### src/rtl/automata_ctrl_pkg.sv
// Shared types for the automaton stream controller.
// FSM encoding, report record layout and a small ARM helper.
package automata_ctrl_pkg;

  localparam int NUM_REPORTS_D = 4;
  localparam int OFFSET_W_D    = 16;

  typedef enum logic [2:0] {
    IDLE,
    ARM,
    RUN,
    DRAIN,
    FINISH
  } ctrl_state_e;

  typedef struct packed {
    logic [OFFSET_W_D-1:0]    offset;
    logic [NUM_REPORTS_D-1:0] vector;
  } rpt_rec_t;

  function automatic logic [3:0] arm_last(input int cycles);
    return 4'(cycles - 1);
  endfunction

endpackage

### src/rtl/automata_rpt_fifo.sv
// Report record FIFO: synchronous, flushable, show-ahead head register.
// rdata/rvalid are registered so the consumer sees flop outputs.
module automata_rpt_fifo #(
  parameter int W     = 20,
  parameter int DEPTH = 8
) (
  input  logic                     clk,
  input  logic                     reset,
  input  logic                     flush,
  input  logic                     push,
  input  logic [W-1:0]             wdata,
  input  logic                     pop,
  output logic                     rvalid,
  output logic [W-1:0]             rdata,
  output logic [$clog2(DEPTH):0]   free
);

  localparam int AW = $clog2(DEPTH);
  localparam logic [AW:0] FULL = (AW+1)'(DEPTH);

  logic [W-1:0]  mem [DEPTH];
  logic [AW-1:0] wr_ptr;
  logic [AW-1:0] rd_ptr;
  logic [AW-1:0] rd_nxt;
  logic [AW:0]   count;
  logic [AW:0]   count_n;
  logic          pop_ok;
  logic          push_ok;

  assign pop_ok  = pop & (count != '0);
  assign push_ok = push & ((count != FULL) | pop_ok);
  assign rd_nxt  = rd_ptr + AW'(pop_ok);
  assign count_n = count + (AW+1)'(push_ok) - (AW+1)'(pop_ok);
  assign free    = FULL - count;

  always_ff @(posedge clk) begin
    if (reset || flush) begin
      wr_ptr <= '0;
      rd_ptr <= '0;
      count  <= '0;
      rvalid <= 1'b0;
      rdata  <= '0;
    end else begin
      if (push_ok) wr_ptr <= wr_ptr + AW'(1);
      rd_ptr <= rd_nxt;
      count  <= count_n;
      rvalid <= (count_n != '0);
      // a record written into the next head slot bypasses the array
      rdata  <= (push_ok && wr_ptr == rd_nxt) ? wdata : mem[rd_nxt];
    end
  end

  always_ff @(posedge clk) begin
    if (push_ok) mem[wr_ptr] <= wdata;
  end

endmodule

### src/rtl/automata_stream_ctrl.sv
// Sequences one automaton: arms it, feeds symbols, tags non-zero reports
// with the causing symbol offset and queues them for the monitor side.
module automata_stream_ctrl
  import automata_ctrl_pkg::*;
#(
  parameter int NUM_REPORTS = NUM_REPORTS_D,
  parameter int OFFSET_W    = OFFSET_W_D,
  parameter int FIFO_DEPTH  = 8,
  parameter int ARM_CYCLES  = 2
) (
  input  logic                   clk,
  input  logic                   reset,
  input  logic                   start,
  input  logic                   abort,
  input  logic                   sym_valid,
  output logic                   sym_ready,
  input  logic [7:0]             sym_data,
  input  logic                   sym_last,
  output logic                   am_reset,
  output logic                   am_run,
  output logic [7:0]             am_symbols,
  input  logic [NUM_REPORTS-1:0] am_reports,
  output logic                   rpt_valid,
  input  logic                   rpt_ready,
  output logic [OFFSET_W-1:0]    rpt_offset,
  output logic [NUM_REPORTS-1:0] rpt_vector,
  output logic                   busy,
  output logic                   done,
  output logic                   offset_wrap
);

  localparam int RW = OFFSET_W + NUM_REPORTS;
  localparam int CW = $clog2(FIFO_DEPTH);
  localparam logic [3:0] ARM_LAST = arm_last(ARM_CYCLES);

  ctrl_state_e         state;
  logic [3:0]          arm_cnt;
  logic [OFFSET_W-1:0] offset;
  logic [OFFSET_W-1:0] tag_off;
  logic                tag_v;
  logic                kill;
  logic                accept;
  logic                push;
  logic [CW:0]         fifo_free;
  logic [RW-1:0]       rd_data;

  assign kill = abort & (state == ARM || state == RUN || state == DRAIN);

  // keep one slot free for the record of the symbol still in flight
  assign sym_ready  = (state == RUN) & ~abort
                    & (fifo_free >= (CW+1)'(2));
  assign accept     = sym_valid & sym_ready;
  assign am_run     = accept;
  assign am_symbols = sym_data;
  assign push       = tag_v & (|am_reports) & ~kill;
  assign busy       = (state != IDLE);
  assign done       = (state == FINISH);
  assign rpt_offset = rd_data[RW-1 -: OFFSET_W];
  assign rpt_vector = rd_data[NUM_REPORTS-1:0];

  always_ff @(posedge clk) begin
    if (reset) begin
      state       <= IDLE;
      am_reset    <= 1'b1;
      arm_cnt     <= '0;
      offset      <= '0;
      offset_wrap <= 1'b0;
      tag_v       <= 1'b0;
      tag_off     <= '0;
    end else begin
      tag_v <= accept;
      if (accept) begin
        tag_off <= offset;
        offset  <= offset + OFFSET_W'(1);
        if (&offset) offset_wrap <= 1'b1;
      end
      if (kill) begin
        state    <= IDLE;
        am_reset <= 1'b1;
        tag_v    <= 1'b0;
      end else begin
        unique case (state)
          IDLE: if (start) begin
            state       <= ARM;
            arm_cnt     <= '0;
            offset      <= '0;
            offset_wrap <= 1'b0;
          end
          ARM: if (arm_cnt == ARM_LAST) begin
            state    <= RUN;
            am_reset <= 1'b0;
          end else begin
            arm_cnt <= arm_cnt + 4'd1;
          end
          RUN: if (accept && sym_last) state <= DRAIN;
          DRAIN: state <= FINISH;
          FINISH: begin
            state    <= IDLE;
            am_reset <= 1'b1;
          end
          default: state <= IDLE;
        endcase
      end
    end
  end

  automata_rpt_fifo #(
    .W     (RW),
    .DEPTH (FIFO_DEPTH)
  ) u_fifo (
    .clk    (clk),
    .reset  (reset),
    .flush  (kill),
    .push   (push),
    .wdata  ({tag_off, am_reports}),
    .pop    (rpt_ready),
    .rvalid (rpt_valid),
    .rdata  (rd_data),
    .free   (fifo_free)
  );

endmodule

### config.mk
export PLATFORM = sky130hd
export DESIGN_NAME = automata_stream_ctrl
export DESIGN_NICKNAME = d
export VERILOG_FILES = /design/src/rtl/automata_ctrl_pkg.sv /design/src/rtl/automata_rpt_fifo.sv /design/src/rtl/automata_stream_ctrl.sv
export SDC_FILE = /design/constraint.sdc
export NUM_CORES = 1
export LEC_CHECK = 0
export BUFFER_PORTS_ARGS = -buffer_cell sky130_fd_sc_hd__buf_2
export CAP_MARGIN = 20
export CORE_MARGIN = 2
export CORE_UTILIZATION = 45
export DETAILED_ROUTE_END_ITERATION = 8
export PLACE_DENSITY = 0.66
export SYNTH_ARGS = -nofsm -noshare
export SYNTH_HDL_FRONTEND = slang
export SYNTH_SLANG_ARGS = --single-unit
export TNS_END_PERCENT = 30
### constraint.sdc
create_clock -name clk -period 4.7 [get_ports clk]
set_input_delay 0.235 -clock clk [delete_from_list [all_inputs] [get_ports clk]]
set_output_delay 0.235 -clock clk [all_outputs]
set_load 0.01 [all_outputs]
==> results.md, run 1 <==
- Crit Reg-Reg Endpoint: u_fifo.rdata[19]
- TritonCTS buffer count: 24
- DR WL/cell: 19.5 um
- Worst skew pair latency: 0.50 ns
- Final Cycle Share: 68.9%
- Number of synthesized register bits: 233
- RSZ-0062 raised after global routing: false
- Worst-path maximum fanout: 24
- WS Path Type: reg2reg
- Share of layout cells above drive strength 1: 23.6%
- DR vias: 5011
- Number of core rows: 52
- CTS tree: done
- Io pins: 54
- CP Cell Sequence: inv_1 -> ha_1 -> a21boi_0 -> ha_2 -> ha_1 -> xnor2_2 -> xor2_1 -> nand4_1 -> buf_4 -> o21ai_0 -> a21oi_1
- Post-synthesis cell count: 594
- DR WL met3: 786 um
- Die Y-Extent: 148 um
- Met2 WL: 9200 um
- Initial DRC count: 303
- Max-slew violation count: 0
- Run status: finished clean
- Leading area contributor after synthesis: edfxtp_1
- Most used cell, CP: ha_1
- R2R setup slack: 1.46 ns
- Commonest non-fill, non-tap cell in the layout: edfxtp_1
- PwrDens: 520 nW/um^2
- Tot Pwr: 5.51 mW
- TNS Setup: 0 ns
- ANT cells: 0
- Fin. Hold Viols: 0
- Most frequent cells in the layout: edfxtp_1 (160), dfxtp_1 (73), nor2_1 (47)
- H-tree depth: 1
- Reg2reg start: u_fifo.count[1]
- Post-detail-place hpwl: 10500 um
- Clock sink count: 233
- Hold Path Depth: 1
- GRT Util Overall: 16.9%
- Clock transition at path regs: 0.06 ns
- Netlist cell types: 46
- Worst R2R Path Depth: 11
- GP Congestion: 0.762
- Max_cap viols: 0
- Ys Warns: 0
- Crit path capture type: flip-flop
- CP max-delay cell: nand4_1
- CTS Hold Bufs: 1
- Max incr delay on CP: 0.60 ns
- Core area: 20200 um^2
- Final worst path period need: 3.24 ns
- Area grow syn2layout: 14.1%
- Yosys top cell area share: 51.8%
- # nets final: 670
- Seq/Total Area, Yosys: 67.5%
- Post-CTS setup buffer count: 0
- Post-synth top flop: edfxtp_1
- Layout Skew: 0.00896 ns
- Starting Density: 45.9%
- Syn nets: 629
- Largest net degree at the start of global routing: 42
- Die footprint: 21800 um^2
- Worst Path Arrival: 3.62 ns
- DR pass1 iterations: 4
- Relative slew margins: 43.3%
- IO buf count: 37
- Hold_sp: am_reports[2]
- Mapped cell area: 9280 um^2
- Fmax: 309 MHz
- Worst min path class: in2reg
- Vias per cell: 5.43
- Root buffer cell: clkbuf_16
- Max Root-Sink Buffers: 3
- GRT overflow: 0
- Async S/R FF share, synth: 0%
- Post-synth EDFFs: 160
- DRC Markers: 0
- Fill cells: 1632
- CP required: 5.08 ns
- Wl on met1: 7780 um
- Top sig layer: met4
- First-pass GRT wire length: 28700 um
- Maximum vdd ir drop: 0.000331 V
- Endpoints failing setup: 0
- P_leak: 3.65 nW
- Most area-consuming cells after synthesis: edfxtp_1 (52%), dfxtp_1 (16%), mux4_2 (9.7%), mux2i_1 (4.0%), ha_1 (2.0%)
- ANT nets after route: 0
- Hold Path End: u_fifo.mem[5][2]
- CP Launch Type: flip-flop
- PostCTS Resize Cnt: 0
- Worst Max-Slew Pin Slew: 0.851 ns
- Final Core Density: 52.4%
- Final WL: 18000 um
- Syn_area_per_cell: 15.6 um^2
- Die Span X: 148 um
- Vias in the first global route: 5169
- Initial antenna violation count: 0
==> flip-flops by register name, indices dropped and copies added (netlist names), 4 cells and up <==
| register | cells |
|---|---|
| u_fifo.mem | 160 |
| tag_off | 16 |
| u_fifo.count | 4 |
| offset | 16 |
| arm_cnt | 4 |
| u_fifo.rdata | 20 |
==> routing by layer <==
metal	GRT usage (%)	vias to the layer above
met2	30.1	105
met1	21.7	2540
met3	2.75	21
li1	-	2345
met5	0	-
met4	4.33	0
==> Yosys cell counts, drive strengths merged (15+ instances only) <==
cell type and count:
inv 15, edfxtp 160, a21oi 31, ha 15
mux4 40, clkbuf 20, dfxtp 73, o21ai 23
nand2 15, nor2 48, mux2i 37, buf 19
xnor2 19
==> through the flow <==
| stage | hold WS (ns) | setup slack (ns) | instance area, um^2 | std cells |
|---|---|---|---|---|
| 6_report | 0.0309 | 1.46 | 10600 | 923 |
| 3_5_place_dp | 0.457 | 1.42 | 9780 | 878 |
| 2_1_floorplan | 0.334 | 0.925 | 9280 | 594 |
| 5_1_grt | 0.0400 | 1.13 | 10600 | 923 |
| 4_1_cts | 0.0179 | 1.41 | 10600 | 923 |
| 3_3_place_gp | 0.451 | 1.60 | 9780 | 878 |
==> critical path: cells and delay by family, from the launching register on <==
family          cells  cell delay [ns]
compound gates      3             0.55
fa+ha+maj           3             0.66
buf+inv             2             0.59
simple gates        1             0.60
xor+xnor            2             0.32
flops               1             0.41
==> cells by family (layout without fill, tap and decap cells) <==
| logic type | count (synthesis) | count (layout) | share of synthesized area [%] |
|---|---|---|---|
| compound gates | 76 | 76 | 5.32 |
| xor+xnor | 24 | 24 | 2.26 |
| fa+ha+maj | 16 | 16 | 2.24 |
| buf+inv | 54 | 113 | 2.76 |
| flops | 233 | 233 | 67.5 |
| mux | 77 | 77 | 13.7 |
| simple gates | 114 | 114 | 6.23 |
==> worst max-delay path by stage <==
stage,slack (ns),endpoint,from
floorplan,0.93,u_fifo.mem[2][0],u_fifo.count[2]
global placement,1.60,u_fifo.rdata[11],u_fifo.count[1]
global route,1.13,u_fifo.rdata[9],u_fifo.count[1]
finish,1.46,u_fifo.rdata[19],u_fifo.count[1]
CTS,1.41,u_fifo.rdata[19],u_fifo.count[1]
detailed placement,1.42,u_fifo.rdata[19],u_fifo.count[1]
==> final cells by class <==
type / instances / area (um^2) / share of cell area, %
clock buffers: 37 / 743 / 7.01
clock inverters: 7 / 60.1 / 0.567
inverters: 15 / 56.3 / 0.531
multi-input cells: 307 / 2820 / 26.6
flip-flops and latches: 233 / 6270 / 59.1
well taps: 270 / 338 / 3.19
repair buffers: 54 / 315 / 2.98
==> power breakdown <==
part           internal [mW]  leakage (nW)  switching (mW)
clock                   1.14         0.400           0.739
combinational          0.639          1.20           0.672
sequential              2.27          2.06          0.0479
total                   4.05          3.65            1.46
No activity file was read; power rests on OpenSTA's default activity.
==> run 2, diff against run 1 <==
--- a/config.mk
+++ b/config.mk
@@ -10,7 +10,7 @@
 export CORE_MARGIN = 2
 export CORE_UTILIZATION = 45
 export DETAILED_ROUTE_END_ITERATION = 8
-export PLACE_DENSITY = 0.66
+export PLACE_DENSITY = 0.68
 export SYNTH_ARGS = -nofsm -noshare
 export SYNTH_HDL_FRONTEND = slang
 export SYNTH_SLANG_ARGS = --single-unit
==> constraint.sdc (replaced) <==
create_clock -name clk -period 2.7 [get_ports clk]
set_input_delay 0.135 -clock clk [delete_from_list [all_inputs] [get_ports clk]]
set_output_delay 0.135 -clock clk [all_outputs]
set_load 0.01 [all_outputs]
==> run 2 against run 1 <==
  * Die area unchanged
  * Worst hold slack worse by 0.0025 ns
  * Critical path type unchanged
  * Clock-buffer cell count down 2
  * Register-to-register slack worse by 1.3 ns
  * Sequential cell count unchanged
  * Utilization up 2.2 points
  * Cell area up 4.2%
==> results.md, run 2 (same netlist as run 1, synthesis figures left out) <==
- Run status: finished clean
- Worst setup endpoint: u_fifo.rvalid
- Io pins: 54 (unchanged)
- Fin. Hold Viols: 0 (unchanged)
- Vias in the first global route: 5325 (+3.0%)
- Relative slew margins: 50.5% (+7.2 points)
- Die Span X: 148 um (unchanged)
- Max Root-Sink Buffers: 3 (unchanged)
- Fmax: 387 MHz (+26%)
- Worst skew pair latency: 0.51 ns (about the same)
- Maximum vdd ir drop: 0.000610 V (+84%)
- Internal power: 7.38 mW (+82%)
- GRT Util Overall: 16.9% (-0.038 points)
- Worst R2R Path Depth: 11 (unchanged)
- Reg with most FFs: u_fifo.mem
- Final Cycle Share: 95.6% (+27 points)
- Most frequent cells in the layout: edfxtp_1 (160), dfxtp_1 (69), nor2_1 (47)
- H-tree depth: 1 (unchanged)
- Initial antenna violation count: 0 (unchanged)
- Worst Max-Slew Pin Slew: 0.743 ns (-0.107 ns)
- Share of layout cells above drive strength 1: 29.2% (+5.6 points)
- R2R setup slack: 0.12 ns (-1.34 ns)
- Max-slew violation count: 0 (unchanged)
- TritonCTS buffer count: 24 (unchanged)
- Max_cap viols: 0 (unchanged)
- PwrDens: 901 nW/um^2 (+73%)
- Clock transition at path regs: 0.06 ns (about the same)
- NetSw: 2.57 mW (+76%)
- Vias per cell: 5.45 (+0.39%)
- CTS tree: done
- GRT overflow: 0 (unchanged)
- P_leak: 3.84 nW (+5.1%)
- Final worst path period need: 2.58 ns (-0.658 ns)
- Worst min path class: in2reg
- ANT cells: 0 (unchanged)
- Largest net degree at the start of global routing: 42 (unchanged)
- Biggest regs: u_fifo.mem (160), u_fifo.rdata (20)
- Starting Density: 45.9% (unchanged)
- Tot Pwr: 9.95 mW (+81%)
- DR WL/cell: 19.7 um (+0.91%)
- Max FFs per register: 160 (unchanged)
- DR pass1 iterations: 5 (+1)
- Clock Power Share: 35.3% (+1.1 points)
- Switching Share: 25.8% (-0.68 points)
- Area grow syn2layout: 18.9%
- CP Launch Type: flip-flop
- Endpoints failing setup: 0 (unchanged)
- Layout Skew: 0.0101 ns (+0.00111 ns)
- Die footprint: 21800 um^2 (unchanged)
- Number of core rows: 52 (unchanged)
- Reg2reg start: u_fifo.count[2]
- CP required: 3.07 ns (-2.01 ns)
- GP Congestion: 0.800 (+4.9%)
- Combinational power share: 24.4% (+0.6 points)
- Final WL: 18700 um (+3.8%)
- Final Core Density: 54.6% (+2.2 points)
- DRC Markers: 0 (unchanged)
- # nets final: 696 (+3.9%)
- Initial DRC count: 373 (+23%)
- Crit Reg-Reg Endpoint: u_fifo.rvalid
- ANT nets after route: 0 (unchanged)
- First-pass GRT wire length: 28700 um (about the same)
- WS Path Type: reg2reg
- Worst Path Arrival: 2.96 ns (-0.66 ns)
- DR vias: 5172 (+3.2%)
- Sequential power share: 40.2% (-1.8 points)
- Die Y-Extent: 148 um (unchanged)
- Core area: 20200 um^2 (unchanged)
- Crit path capture type: flip-flop
- Worst-path maximum fanout: 4 (-83%)
- Clock sink count: 233 (unchanged)
- Post-detail-place hpwl: 10500 um (about the same)
- IO buf count: 37 (unchanged)
- Root buffer cell: clkbuf_16
- Commonest non-fill, non-tap cell in the layout: edfxtp_1
- Worst setup startpoint: u_fifo.count[2]
## run 2: power by group through the flow
stage          logic (mW)  clock network [mW]  registers [mW]
2_1_floorplan        1.70                   0            4.14
3_3_place_gp         2.34                   0            4.07
3_5_place_dp         2.39                   0            4.08
4_1_cts              2.41                3.58            4.00
5_1_grt              2.64                3.72            4.02
6_report             2.43                3.51            4.00
## run 2: worst min path at each step
stage,start,endpoint,depth (start not counted)
global route,reset,tag_off[6],2
detailed placement,sym_data[4],am_symbols[4],0
finish,reset,tag_off[1],2
global placement,sym_data[4],am_symbols[4],0
CTS,reset,tag_off[1],2
floorplan,am_reports[0],u_fifo.mem[0][0],0
## run 2: through the flow
stage               area [um^2]  hold slack, ns  setup TNS, ns  std cells  setup WS, ns
floorplan                  9310           0.234         -35.92        594        -0.694
global placement           9950           0.270              0        888        0.0307
detailed placement         9950           0.270        -0.0851        888       -0.0851
CTS                       10900          0.0180              0        945        0.0264
global route              11000          0.0437         -0.768        949       -0.0560
finish                    11000          0.0284              0        949         0.119
## run 2: timing repair
action / 4_1_cts / 5_1_grt
gates cloned: 0 / 1
pin swaps: 1 / 4
endpoints found under the hold margin: 33 / 0
gates resized for setup: 3 / 20
setup buffers: 7 / 3
setup endpoints to repair: 1 / 21
hold buffers: 6 / 0
## run 2: layout make-up
type                       count  area [um^2]
fill                        1603         9200
sequential                   233         6270
multi-input combinational    307         2890
clock buffer                  35          787
timing repair buffer          80          603
tap                          270          338
clock inverter                 9         91.3
inverter                      15         56.3
## run 2: critical path: stages, from the launching register on
cell	delay (ns)
dfxtp_2	0.33
inv_2	0.05
ha_2	0.18
nand2b_1	0.16
a31oi_2	0.22
nand2_1	0.11
inv_2	0.08
ha_2	0.18
inv_1	0.05
fa_2	0.51
nor2_1	0.06
or4_1	0.52
## run 2: routing by layer
metal | track usage (%) | up-vias | part of all wire (%)
met4 | 4.23 | 0 | 1.6
met5 | 0 | - | 0
met2 | 29.2 | 149 | 50
met1 | 22.4 | 2603 | 43
met3 | 2.87 | 26 | 6.0
li1 | - | 2394 | -
